## config.mk

```make
export PLATFORM = sky130hd
export DESIGN_NAME = float_divider_seq
export DESIGN_NICKNAME = d
export VERILOG_FILES = /design/src/rtl/float_divider_seq.sv
export SDC_FILE = /design/constraint.sdc
export NUM_CORES = 1
export LEC_CHECK = 0
export BUFFER_PORTS_ARGS = -buffer_cell sky130_fd_sc_hd__clkbuf_2
export CAP_MARGIN = 40
export CORE_MARGIN = 2
export CORE_UTILIZATION = 35
export DETAILED_ROUTE_END_ITERATION = 7
export HOLD_SLACK_MARGIN = 0.05
export PLACE_DENSITY = 0.58
export SYNTH_ARGS = -nofsm -noshare
export SYNTH_HDL_FRONTEND = slang
export SYNTH_SLANG_ARGS = --single-unit
```

## constraint.sdc

```tcl
create_clock -name clk -period 10.1 [get_ports clk]
set_clock_uncertainty 0.05 [all_clocks]
set_input_delay 2.02 -clock clk [delete_from_list [all_inputs] [get_ports clk]]
set_output_delay 2.02 -clock clk [all_outputs]
set_load 0.03 [all_outputs]
```

## src/rtl/float_divider_seq.sv

```systemverilog
// rtl/float_divider_seq.sv - iterative radix-2 restoring IEEE-754 floating-point divider
//
// Purpose:
//   Divides a by b one quotient bit per clock. A multi-cycle FSM sequences the
//   work: IDLE -> CLASS -> DIV -> ROUND -> DONE. Special operands short-cut from
//   CLASS straight to DONE. Exponent and mantissa widths are generic, and the
//   default is binary32.
//
// Ports:
//   clk        rising-edge clock
//   rst        synchronous reset, active-high
//   in_valid   operands a/b valid
//   in_ready   divider can accept operands (IDLE and not in reset)
//   a, b       dividend / divisor, W = 1+EXP_W+MAN_W bits
//   out_valid  result and flags valid (DONE state)
//   out_ready  consumer accepts result
//   result     quotient a/b
//   error      invalid operation, result is canonical qNaN
//   overflow   divide-by-zero or exponent overflow, result is signed Inf
//   underflow  tiny result (denormal or rounded to zero)
//
// Optional macro:
//   FDIV_FTZ_EN  flush denormal inputs and tiny results to signed zero with
//                underflow=1. This build drops the input normaliser and the
//                output denormaliser.
module float_divider_seq #(
  parameter int EXP_W = 8,
  parameter int MAN_W = 23
) (
  input  logic                 clk,
  input  logic                 rst,
  input  logic                 in_valid,
  output logic                 in_ready,
  input  logic [EXP_W+MAN_W:0] a,
  input  logic [EXP_W+MAN_W:0] b,
  output logic                 out_valid,
  input  logic                 out_ready,
  output logic [EXP_W+MAN_W:0] result,
  output logic                 error,
  output logic                 overflow,
  output logic                 underflow
);
  localparam int W     = 1 + EXP_W + MAN_W;
  localparam int EW2   = EXP_W + 2;
  localparam int BIAS  = (1 << (EXP_W - 1)) - 1;
  localparam int EONES = (1 << EXP_W) - 1;
  localparam int QW    = MAN_W + 3;
  localparam int RW    = MAN_W + 2;
  localparam int MSW   = MAN_W + 2;
  localparam int CNT_W = $clog2(QW + 1);

  typedef enum logic [2:0] {S_IDLE, S_CLASS, S_DIV, S_ROUND, S_DONE} state_t;
  state_t r_state, w_next;

  logic [W-1:0]     r_a, r_b;
  logic             r_sign;
  logic [EW2-1:0]   r_exp;
  logic [RW-1:0]    r_rem;
  logic [MAN_W:0]   r_mb;
  logic [QW-1:0]    r_quo;
  logic [CNT_W-1:0] r_cnt;
  logic [W-1:0]     r_result;
  logic             r_error, r_overflow, r_underflow;

  // ---------------------------------------------------------------- decode
  logic             w_sa, w_sb, w_sign;
  logic [EXP_W-1:0] w_ea, w_eb;
  logic [MAN_W-1:0] w_ma, w_mb;
  logic             w_a_ez, w_b_ez, w_a_e1, w_b_e1, w_a_mz, w_b_mz;
  logic             w_a_nan, w_b_nan, w_a_inf, w_b_inf, w_a_zero, w_b_zero;

  assign {w_sa, w_ea, w_ma} = r_a;
  assign {w_sb, w_eb, w_mb} = r_b;
  assign w_sign  = w_sa ^ w_sb;
  assign w_a_ez  = (w_ea == '0);
  assign w_b_ez  = (w_eb == '0);
  assign w_a_e1  = (w_ea == {EXP_W{1'b1}});
  assign w_b_e1  = (w_eb == {EXP_W{1'b1}});
  assign w_a_mz  = (w_ma == '0);
  assign w_b_mz  = (w_mb == '0);
  assign w_a_nan = w_a_e1 & ~w_a_mz;
  assign w_b_nan = w_b_e1 & ~w_b_mz;
  assign w_a_inf = w_a_e1 & w_a_mz;
  assign w_b_inf = w_b_e1 & w_b_mz;

`ifdef FDIV_FTZ_EN
  logic w_a_den, w_b_den;
  assign w_a_zero = w_a_ez;
  assign w_b_zero = w_b_ez;
  assign w_a_den  = w_a_ez & ~w_a_mz;
  assign w_b_den  = w_b_ez & ~w_b_mz;
`else
  assign w_a_zero = w_a_ez & w_a_mz;
  assign w_b_zero = w_b_ez & w_b_mz;
`endif

  // ---------------------------------------------------------- special cases
  logic         w_special, w_sp_err, w_sp_ovf, w_sp_unf;
  logic [W-1:0] w_sp_result;

  always_comb begin
    w_special   = 1'b1;
    w_sp_err    = 1'b0;
    w_sp_ovf    = 1'b0;
    w_sp_unf    = 1'b0;
    w_sp_result = '0;
    if (w_a_nan | w_b_nan | (w_a_zero & w_b_zero) | (w_a_inf & w_b_inf)) begin
      w_sp_result = {1'b0, {EXP_W{1'b1}}, 1'b1, {(MAN_W-1){1'b0}}};
      w_sp_err    = 1'b1;
    end else if (w_a_inf) begin
      w_sp_result = {w_sign, {EXP_W{1'b1}}, {MAN_W{1'b0}}};
    end else if (w_b_zero) begin
      w_sp_result = {w_sign, {EXP_W{1'b1}}, {MAN_W{1'b0}}};
      w_sp_ovf    = 1'b1;
    end else if (w_a_zero | w_b_inf) begin
      w_sp_result = {w_sign, {(W-1){1'b0}}};
    end else begin
      w_special   = 1'b0;
    end
`ifdef FDIV_FTZ_EN
    // A flushed denormal input is reported unless a stronger flag already applies.
    if (w_special & ~w_sp_err & ~w_sp_ovf & (w_a_den | w_b_den))
      w_sp_unf = 1'b1;
`endif
  end

  // ------------------------------------------- operand normalise + exponent
  // Exponents are EXP_W+2 bit two's complement from here on.
  logic [MAN_W:0] w_a_man, w_b_man;
  logic [EW2-1:0] w_a_exp, w_b_exp, w_e_diff;

`ifdef FDIV_FTZ_EN
  assign w_a_man = {1'b1, w_ma};
  assign w_b_man = {1'b1, w_mb};
  assign w_a_exp = {2'b00, w_ea};
  assign w_b_exp = {2'b00, w_eb};
`else
  localparam int LZ_W = $clog2(MAN_W + 1);

  function automatic logic [LZ_W-1:0] lzc(input logic [MAN_W-1:0] v);
    lzc = LZ_W'(MAN_W);
    for (int i = 0; i < MAN_W; i++)
      if (v[i]) lzc = LZ_W'(MAN_W - 1 - i);
  endfunction

  logic [LZ_W-1:0] w_a_lz, w_b_lz;
  assign w_a_lz = lzc(w_ma);
  assign w_b_lz = lzc(w_mb);

  // A denormal shifts its leading one into the hidden-bit slot. Its effective
  // exponent is then 1-(lz+1) = -lz.
  assign w_a_man = w_a_ez ? ({1'b0, w_ma} << (w_a_lz + LZ_W'(1))) : {1'b1, w_ma};
  assign w_b_man = w_b_ez ? ({1'b0, w_mb} << (w_b_lz + LZ_W'(1))) : {1'b1, w_mb};
  assign w_a_exp = w_a_ez ? (EW2'(0) - EW2'(w_a_lz)) : {2'b00, w_ea};
  assign w_b_exp = w_b_ez ? (EW2'(0) - EW2'(w_b_lz)) : {2'b00, w_eb};
`endif

  assign w_e_diff = w_a_exp - w_b_exp + EW2'(BIAS);

  // ----------------------------------------------------- restoring divider
  // The remainder stays below 2*divisor, so RW bits hold it. The subtracted
  // value is below the divisor, so the left shift loses nothing.
  logic          w_ge;
  logic [RW-1:0] w_sub;
  assign w_ge  = (r_rem >= {1'b0, r_mb});
  assign w_sub = w_ge ? (r_rem - {1'b0, r_mb}) : r_rem;

  // ---------------------------------------------------- normalise + round
  logic [MAN_W:0]   w_m, w_rm;
  logic             w_g, w_s, w_rg, w_rs, w_inc, w_tiny;
  logic [EW2-1:0]   w_e, w_ef;
  logic [MSW-1:0]   w_msum;
  logic [W-1:0]     w_rnd_result;
  logic             w_rnd_ovf, w_rnd_unf;
`ifndef FDIV_FTZ_EN
  logic [EW2-1:0]   w_sh;
  logic [RW-1:0]    w_ext, w_shd, w_mask;
`endif

  always_comb begin
    // The quotient lies in [0.5, 2). A clear MSB needs one left shift.
    if (r_quo[QW-1]) begin
      w_m = r_quo[QW-1:2];
      w_g = r_quo[1];
      w_s = r_quo[0] | (|r_rem);
      w_e = r_exp;
    end else begin
      w_m = r_quo[QW-2:1];
      w_g = r_quo[0];
      w_s = |r_rem;
      w_e = r_exp - EW2'(1);
    end
    w_tiny = w_e[EW2-1] | (w_e == '0);
    w_rm   = w_m;
    w_rg   = w_g;
    w_rs   = w_s;
`ifndef FDIV_FTZ_EN
    // Denormalise: shift right by 1-e. Every bit shifted out goes into sticky.
    w_sh = EW2'(1) - w_e;
    if (w_sh > EW2'(RW)) w_sh = EW2'(RW);
    w_ext  = {w_m, w_g};
    w_shd  = w_ext >> w_sh;
    w_mask = ({{(RW-1){1'b0}}, 1'b1} << w_sh) - RW'(1);
    if (w_tiny) begin
      w_rm = w_shd[RW-1:1];
      w_rg = w_shd[0];
      w_rs = w_s | (|(w_ext & w_mask));
    end
`endif
    w_inc        = w_rg & (w_rs | w_rm[0]);
    w_msum       = {1'b0, w_rm} + MSW'(w_inc);
    w_ef         = w_e;
    w_rnd_ovf    = 1'b0;
    w_rnd_unf    = 1'b0;
    w_rnd_result = '0;
    if (w_tiny) begin
`ifdef FDIV_FTZ_EN
      w_rnd_result = {r_sign, {(W-1){1'b0}}};
`else
      // A carry into the hidden bit lands exactly on min normal (exponent 1).
      w_rnd_result = {r_sign, {(EXP_W-1){1'b0}}, w_msum[MAN_W], w_msum[MAN_W-1:0]};
`endif
      w_rnd_unf = 1'b1;
    end else begin
      if (w_msum[MAN_W+1]) w_ef = w_e + EW2'(1);
      if (w_ef >= EW2'(EONES)) begin
        w_rnd_result = {r_sign, {EXP_W{1'b1}}, {MAN_W{1'b0}}};
        w_rnd_ovf    = 1'b1;
      end else begin
        w_rnd_result = {r_sign, w_ef[EXP_W-1:0],
                        w_msum[MAN_W+1] ? w_msum[MAN_W:1] : w_msum[MAN_W-1:0]};
      end
    end
  end

  // ----------------------------------------------------------------- FSM
  always_comb begin
    w_next = r_state;
    case (r_state)
      S_IDLE:  if (in_valid) w_next = S_CLASS;
      S_CLASS: w_next = w_special ? S_DONE : S_DIV;
      S_DIV:   if (r_cnt == CNT_W'(QW - 1)) w_next = S_ROUND;
      S_ROUND: w_next = S_DONE;
      S_DONE:  if (out_ready) w_next = S_IDLE;
      default: w_next = S_IDLE;
    endcase
  end

  always_ff @(posedge clk) begin
    if (rst) begin
      r_state     <= S_IDLE;
      r_result    <= '0;
      r_error     <= 1'b0;
      r_overflow  <= 1'b0;
      r_underflow <= 1'b0;
    end else begin
      r_state <= w_next;
      case (r_state)
        S_IDLE: begin
          if (in_valid) begin
            r_a <= a;
            r_b <= b;
          end
        end
        S_CLASS: begin
          r_sign <= w_sign;
          r_exp  <= w_e_diff;
          r_rem  <= {1'b0, w_a_man};
          r_mb   <= w_b_man;
          r_quo  <= '0;
          r_cnt  <= '0;
          if (w_special) begin
            r_result    <= w_sp_result;
            r_error     <= w_sp_err;
            r_overflow  <= w_sp_ovf;
            r_underflow <= w_sp_unf;
          end
        end
        S_DIV: begin
          r_rem <= w_sub << 1;
          r_quo <= {r_quo[QW-2:0], w_ge};
          r_cnt <= r_cnt + CNT_W'(1);
        end
        S_ROUND: begin
          r_result    <= w_rnd_result;
          r_error     <= 1'b0;
          r_overflow  <= w_rnd_ovf;
          r_underflow <= w_rnd_unf;
        end
        default: ;
      endcase
    end
  end

  assign in_ready  = (r_state == S_IDLE) && !rst;
  assign out_valid = (r_state == S_DONE);
  assign result    = r_result;
  assign error     = r_error;
  assign overflow  = r_overflow;
  assign underflow = r_underflow;

endmodule

```

; ---- After elaboration in Yosys (flattened, before gate mapping)
; Index checks and enable logic that the tools add are counted.
[word_totals]
reg_bits = 193
input_bits = 68
output_inout_bits = 37
word_cells = 179
[classes]
addsub = 13
order_cmp = 3
eq_ne = 11
shifts = 4
muxes = 95
bitwise = 22
n_reduce_logical = 17
[ops]
columns = cell, count
row1 = 5-bit two-way mux, 44
row2 = 32-bit two-way mux, 5
row3 = 24-bit two-way mux, 4
row4 = 32-bit case mux with 2 select lines, 1
row5 = 31-bit two-way mux, 2
row6 = 10-bit two-way mux, 6
row7 = 26-bit case mux with 2 select lines, 1
row8 = 25-bit case mux with 2 select lines, 1
row9 = 25-bit OR reduction, 2
row10 = 23-bit by 5-bit left shift with 24-bit output, 2
row11 = 23-bit logical NOT, 2
row12 = 23-bit two-way mux, 2
row13 = 24-bit by 1-bit adder with 25-bit output, 1
row14 = 25-bit bitwise AND, 1
row15 = 25-bit by 24-bit greater-or-equal comparator with 1-bit output, 1
row16 = "1-bit by 10-bit left shift with 25-bit output, first input constant", 1
row17 = 25-bit by 10-bit >> shifter with 25-bit output, 1
row18 = "25-bit by 1-bit subtractor with 25-bit output, second input constant", 1
row19 = 24-bit subtractor, 1
row20 = 1-bit two-way mux, 20
row21 = "8-bit == test, second input constant", 2
row22 = 8-bit logical NOT, 2
row23 = "5-bit by 1-bit adder with 5-bit output, second input constant", 3
row24 = 3-bit case mux with 5 select lines, 1
row25 = other kinds (28), 58

; ---- Logic depth before layout (Yosys ltp)
[logic_depth]
depth_word = 27
depth_mapped = 35
ltp_nobuf = 26

; ---- Least setup slack after synthesis
; OpenSTA, ideal clock, no wires.
[synth_path]
path_kind = flip-flop to flip-flop
from = register r_exp[0]
to = register r_result[11] (netlist: result[11])
setup_ns = 0.117
arrival_time_ns = 7.230
required_time_ns = 9.933
setup_slack_ns = 2.702
stages_incl_launch_ff = 36
path_buffers = 9
period_less_slack_ns = 7.398
path_cell_list = edfxtp_1 > clkbuf_1 > inv_1 > ha_1 > nand2b_1 > and2_1 > clkbuf_1 > inv_1 > clkbuf_1 > buf_1 > clkbuf_1 > ha_1 > inv_1 > o21ai_0 > nand4b_1 > o2111a_1 > clkbuf_1 > clkbuf_1 > o2111ai_1 > a2111oi_0 > nor3_1 > a21bo_2 > o32a_1 > inv_1 > ha_1 > nand3_1 > o41a_1 > or2_2 > nor4_4 > buf_6 > nand3_1 > a21o_1 > o31ai_4 > a21oi_2 > buf_6 > a32o_1
[synth_via]
elab_chain_cells = 20
elab_cells_between_ends = 27
classes_between = add/sub (5) / order compare (2) / shift (2) / mux (11) / bitwise (5) / reduce/logical (2)
[synth_lines]
columns = item, line_no
row1 = "start, declared", 57  ; logic [EW2-1:0] r_exp;
row2 = "start signal, assigned", 267  ; r_exp <= w_e_diff;
row3 = 10-bit by 1-bit subtractor with 10-bit output, 191  ; w_e = r_exp - EW2'(1);
row4 = 10-bit two-way mux *, 182  ; if (r_quo[QW-1]) begin
row5 = 1-bit by 10-bit subtractor with 10-bit output, 199  ; w_sh = EW2'(1) - w_e;
row6 = 10-bit by 5-bit greater-than comparator with 1-bit output, 200  ; if (w_sh > EW2'(RW)) w_sh = EW2'(RW);
row7 = 10-bit two-way mux, 200
row8 = 1-bit by 10-bit left shift with 25-bit output, 203  ; w_mask = ({{(RW-1){1'b0}}, 1'b1} << w_sh) - RW'(1);
row9 = 25-bit by 1-bit subtractor with 25-bit output, 203
row10 = 25-bit bitwise AND, 207  ; w_rs = w_s | (|(w_ext & w_mask));
row11 = [... 4 more ...], n/a
row12 = 1-bit bitwise AND, 210  ; w_inc = w_rg & (w_rs | w_rm[0]);
row13 = 24-bit by 1-bit adder with 25-bit output, 211  ; w_msum = {1'b0, w_rm} + MSW'(w_inc);
row14 = 10-bit two-way mux, 225  ; if (w_msum[MAN_W+1]) w_ef = w_e + EW2'(1);
row15 = 10-bit two-way mux, 216  ; if (w_tiny) begin
row16 = 10-bit by 8-bit greater-or-equal comparator with 1-bit output, 226  ; if (w_ef >= EW2'(EONES)) begin
row17 = 31-bit two-way mux, 226
row18 = 31-bit two-way mux *, 216
row19 = 32-bit case mux with 2 select lines *, 258  ; case (r_state)
row20 = "end signal, assigned", 273  ; r_result <= w_sp_result;
row21 = "end signal, assigned", 285  ; r_result <= w_rnd_result;
row22 = "end, declared", 62  ; logic [W-1:0] r_result;
; Mark *: on every way between the ends. The rest lies on a longest branch, timed or not. The select of a mux whose other input is x is not followed.
; A chain may end at the register's enable or synchronous reset.

; ---- Worst setup path after layout
[layout_path]
from = register r_exp[0]
to = register r_result[9] (netlist: result[9])
; The elaborated chain is that of the path after synthesis.

==> flow_summary.json <==
{
  "cts_tree": "yes",
  "largest_fanout_on_the_critical_path": 34,
  "cp_data_required_time_ns": 10.47,
  "drt_iter0_markers": 1408,
  "synth_flop_cell": "sky130_fd_sc_hd__edfxtp_1",
  "crit_arrival_ns": 8.60,
  "post-route-drc-count": 0,
  "yosys_register_bits": 193,
  "wl_per_cell_um": 24.3,
  "cts_buffers": 17,
  "timing_worst_slew_pin_value_ns": 0.915,
  "cts_hold_buffers": 0,
  "power_density_nw_per_um2": 125,
  "mostFrequentLayoutCells": "sky130_fd_sc_hd__nand2_1, sky130_fd_sc_hd__nor2_1, sky130_fd_sc_hd__edfxtp_1",
  "core_area_um2": 46400,
  "final_period_minus_worst_setup_slack_ns": 8.23,
  "syn-instance-count": 1916,
  "slew_viol_final": 0,
  "postSynth.asyncResetShare": 0,
  "pin_count_of_the_biggest_net_entering_global_routing": 57,
  "post_cts_buffers": 0,
  "power.sequential.fraction": 0.413,
  "ys_seq_area_frac": 0.331,
  "diodes_inserted": 0,
  "place_congestion": 0.948,
  "final-hold-violation-count": 0,
  "global_route.overflow_total": 0,
  "combPwrFrac": 0.276,
  "buffer_type_at_the_clock_tree_root": "sky130_fd_sc_hd__clkbuf_16",
  "syn_nets": 2041,
  "layout_commonest_cell": "sky130_fd_sc_hd__nand2_1",
  "switching_share": 0.350,
  "clk-insertion-delay-late_ns": 0.48,
  "final.period_utilization": 0.815,
  "stdcell_count": 2614,
  "detail_route.vias_per_cell": 6.14,
  "worst_ir_drop_vdd_v": 0.000154,
  "grt_pass1_wl_um": 94900,
  "die-width_um": 220,
  "leakage_uw": 0.00689,
  "initial_core_util": 0.353,
  "post_synth.cell_area_avg_um2": 8.54,
  "nets": 2119,
  "clkSinkCount": 193,
  "synth_top_area_cell": "sky130_fd_sc_hd__edfxtp_1",
  "synthDominantCellAreaShare": 0.284,
  "kind_of_critical_path": "reg2reg",
  "yosys_warnings": 0,
  "status": "completed",
  "syn-cell-area_um2": 16400,
  "number_of_flops_mapped_to_enable_cells_by_yosys": 155,
  "fp.dieArea_um2": 48500,
  "design.portCount": 105,
  "cap_viol_max_count": 0,
  "number_of_endpoints_failing_setup_at_the_final_stage": 0,
  "grt_antenna_before_repair": 0,
  "dpl.cell_count": 2582,
  "antenna_left": 0,
  "max_slew_margin": 0.386,
  "num_vias": 16100,
  "floorplan.die.height_um": 220,
  "post_cts.resized_instances": 0,
  "post_synth_num_cell_types": 100,
  "flow.area_growth_from_synthesis_pct": 12.3,
  "dp.final_hpwl_um": 48400,
  "post_synth_main_area_contributors": "sky130_fd_sc_hd__edfxtp_1, sky130_fd_sc_hd__mux2i_1, sky130_fd_sc_hd__dfxtp_1",
  "cts.clk_slew.worst_paths_ns": 0.07,
  "worst_hold_path_type": "reg2reg",
  "critPathLaunchType": "register",
  "final_layout_size_suffix_gt1_frac": 0.143,
  "fin_tns_setup_ns": 0,
  "core.rowCount": 79,
  "rsz0062_at_grt": "no",
  "clock_power_share": 0.312,
  "grt_total_usage": 0.261,
  "p_switching_uw": 805,
  "ctsLongestPathBuffers": 2,
  "numPortBuffers": 104,
  "internal-power_uw": 1500,
  "grt_pass1_vias": 15300,
  "worstSetupEndpointType": "register",
  "wl_um": 63600,
  "clock_tree.htree_level_count": 4,
  "max_clock_freq_ghz": 0.121,
  "drtPass1Iterations": 6
}
stage by stage:
step / util / total power, uW / setup slack, ns / area, um^2 / hold WS [ns]
2_1_floorplan: - / 1370 / 2.70 / 16400 / 0.509
3_3_place_gp: 0.382 / 1590 / 2.16 / 17700 / 0.402
3_5_place_dp: 0.383 / 1590 / 1.99 / 17800 / 0.412
4_1_cts: 0.396 / 2310 / 2.00 / 18400 / 0.422
5_1_grt: 0.396 / 2400 / 1.27 / 18400 / 0.449
6_report: 0.396 / 2300 / 1.87 / 18400 / 0.413
state kept, by name (all words and copies together), names as in the netlist:
name	cells
error	1
overflow	1
r_a	32
r_b	32
r_cnt	5
r_exp	10
r_mb	24
r_quo	26
r_rem	25
r_sign	1
r_state	3
result	32
underflow	1
power groups by stage:
stage | clock network, uW | registers, uW | logic [uW]
after detailed placement | 0 | 967 | 622
after CTS | 741 | 949 | 625
after floorplan | 0 | 953 | 418
final | 718 | 950 | 635
after global placement | 0 | 966 | 622
after global routing | 764 | 954 | 683
cell type report:
class	instances	area, um^2
Sequential cell	193	5420
Tap cell	607	759
Multi-Input combinational cell	1535	10300
Timing Repair Buffer	174	1050
Inverter	73	274
Fill cell	4768	28000
Clock buffer	18	429
Clock inverter	14	174
routing by layer:
metal	global-route usage	share of wire	vias to the layer above
met5	0	0	-
met4	0.127	0.049	0
met3	0.0368	0.049	141
met2	0.434	0.48	530
met1	0.332	0.43	7873
li1	-	-	7515
logic make-up after synthesis:
| logic type | share of synthesized area |
|---|---|
| AO/OA/AOI/OAI | 0.241 |
| XOR/XNOR | 0.0391 |
| adder cells (fa/ha/maj) | 0.0445 |
| buffers and inverters | 0.0447 |
| flip-flops | 0.331 |
| multiplexers | 0.0902 |
| AND/OR/NAND/NOR | 0.210 |
critical path: stages, from the launching register on:
cell	delay (ns)
sky130_fd_sc_hd__edfxtp_1	0.49
sky130_fd_sc_hd__inv_1	0.08
sky130_fd_sc_hd__ha_1	0.34
sky130_fd_sc_hd__nand2b_1	0.09
sky130_fd_sc_hd__and2_1	0.16
sky130_fd_sc_hd__buf_4	0.26
sky130_fd_sc_hd__inv_1	0.13
sky130_fd_sc_hd__buf_4	0.39
sky130_fd_sc_hd__ha_1	0.31
sky130_fd_sc_hd__o21ai_0	0.15
sky130_fd_sc_hd__nand4b_1	0.17
sky130_fd_sc_hd__o2111a_1	0.81
sky130_fd_sc_hd__nand2_1	0.44
sky130_fd_sc_hd__a2111oi_0	0.53
sky130_fd_sc_hd__nor3_1	0.19
sky130_fd_sc_hd__a21bo_2	0.26
sky130_fd_sc_hd__o32a_1	0.21
sky130_fd_sc_hd__inv_1	0.07
sky130_fd_sc_hd__ha_1	0.19
sky130_fd_sc_hd__nand3_1	0.11
sky130_fd_sc_hd__o41a_1	0.39
sky130_fd_sc_hd__or2_2	0.35
sky130_fd_sc_hd__nor4_4	0.49
sky130_fd_sc_hd__a211oi_1	0.14
sky130_fd_sc_hd__a21oi_1	0.34
sky130_fd_sc_hd__o31ai_4	0.16
sky130_fd_sc_hd__a21oi_2	0.56
sky130_fd_sc_hd__a32o_1	0.27
path summary, 6_finish.rpt:
path                 start        end  slack [ns]  cells after the start
setup reg to reg  r_exp[0]  result[9]        1.87                     27
setup / recovery  r_exp[0]  result[9]        1.87                     27
hold / removal       error      error        0.41                      2
hold reg to reg      error      error        0.41                      2
cell usage after synthesis, types with 8 or more instances:
| cell type | instances |
|---|---|
| sky130_fd_sc_hd__o21bai_1 | 14 |
| sky130_fd_sc_hd__clkbuf_1 | 94 |
| sky130_fd_sc_hd__a2111oi_0 | 10 |
| sky130_fd_sc_hd__o31ai_1 | 14 |
| sky130_fd_sc_hd__a221oi_1 | 13 |
| sky130_fd_sc_hd__nand4_1 | 23 |
| sky130_fd_sc_hd__mux2_2 | 18 |
| sky130_fd_sc_hd__inv_1 | 71 |
| sky130_fd_sc_hd__or3_1 | 10 |
| sky130_fd_sc_hd__a21oi_1 | 114 |
| sky130_fd_sc_hd__nor2_1 | 160 |
| sky130_fd_sc_hd__nor2b_1 | 9 |
| sky130_fd_sc_hd__nand2b_1 | 22 |
| sky130_fd_sc_hd__a211oi_1 | 29 |
| sky130_fd_sc_hd__or2_2 | 9 |
| sky130_fd_sc_hd__o41ai_1 | 8 |
| sky130_fd_sc_hd__nor3_1 | 82 |
| sky130_fd_sc_hd__edfxtp_1 | 155 |
| sky130_fd_sc_hd__mux2i_1 | 107 |
| sky130_fd_sc_hd__nor4_1 | 36 |
| sky130_fd_sc_hd__xor2_1 | 24 |
| sky130_fd_sc_hd__nor3b_1 | 9 |
| sky130_fd_sc_hd__o21ai_0 | 121 |
| sky130_fd_sc_hd__and3_1 | 32 |
| sky130_fd_sc_hd__nand3_1 | 62 |
| sky130_fd_sc_hd__a22oi_1 | 13 |
| sky130_fd_sc_hd__o211ai_1 | 31 |
| sky130_fd_sc_hd__a31oi_1 | 24 |
| sky130_fd_sc_hd__a21o_1 | 19 |
| sky130_fd_sc_hd__mux4_2 | 9 |
| sky130_fd_sc_hd__a32o_1 | 18 |
| sky130_fd_sc_hd__dfxtp_1 | 38 |
| sky130_fd_sc_hd__xnor2_1 | 49 |
| sky130_fd_sc_hd__buf_1 | 12 |
| sky130_fd_sc_hd__and2_1 | 12 |
| sky130_fd_sc_hd__ha_1 | 55 |
| sky130_fd_sc_hd__o221ai_1 | 10 |
| sky130_fd_sc_hd__a22o_1 | 10 |
| sky130_fd_sc_hd__nand2_1 | 200 |
| sky130_fd_sc_hd__o22ai_1 | 27 |
Power figures use the tool's default switching activity.
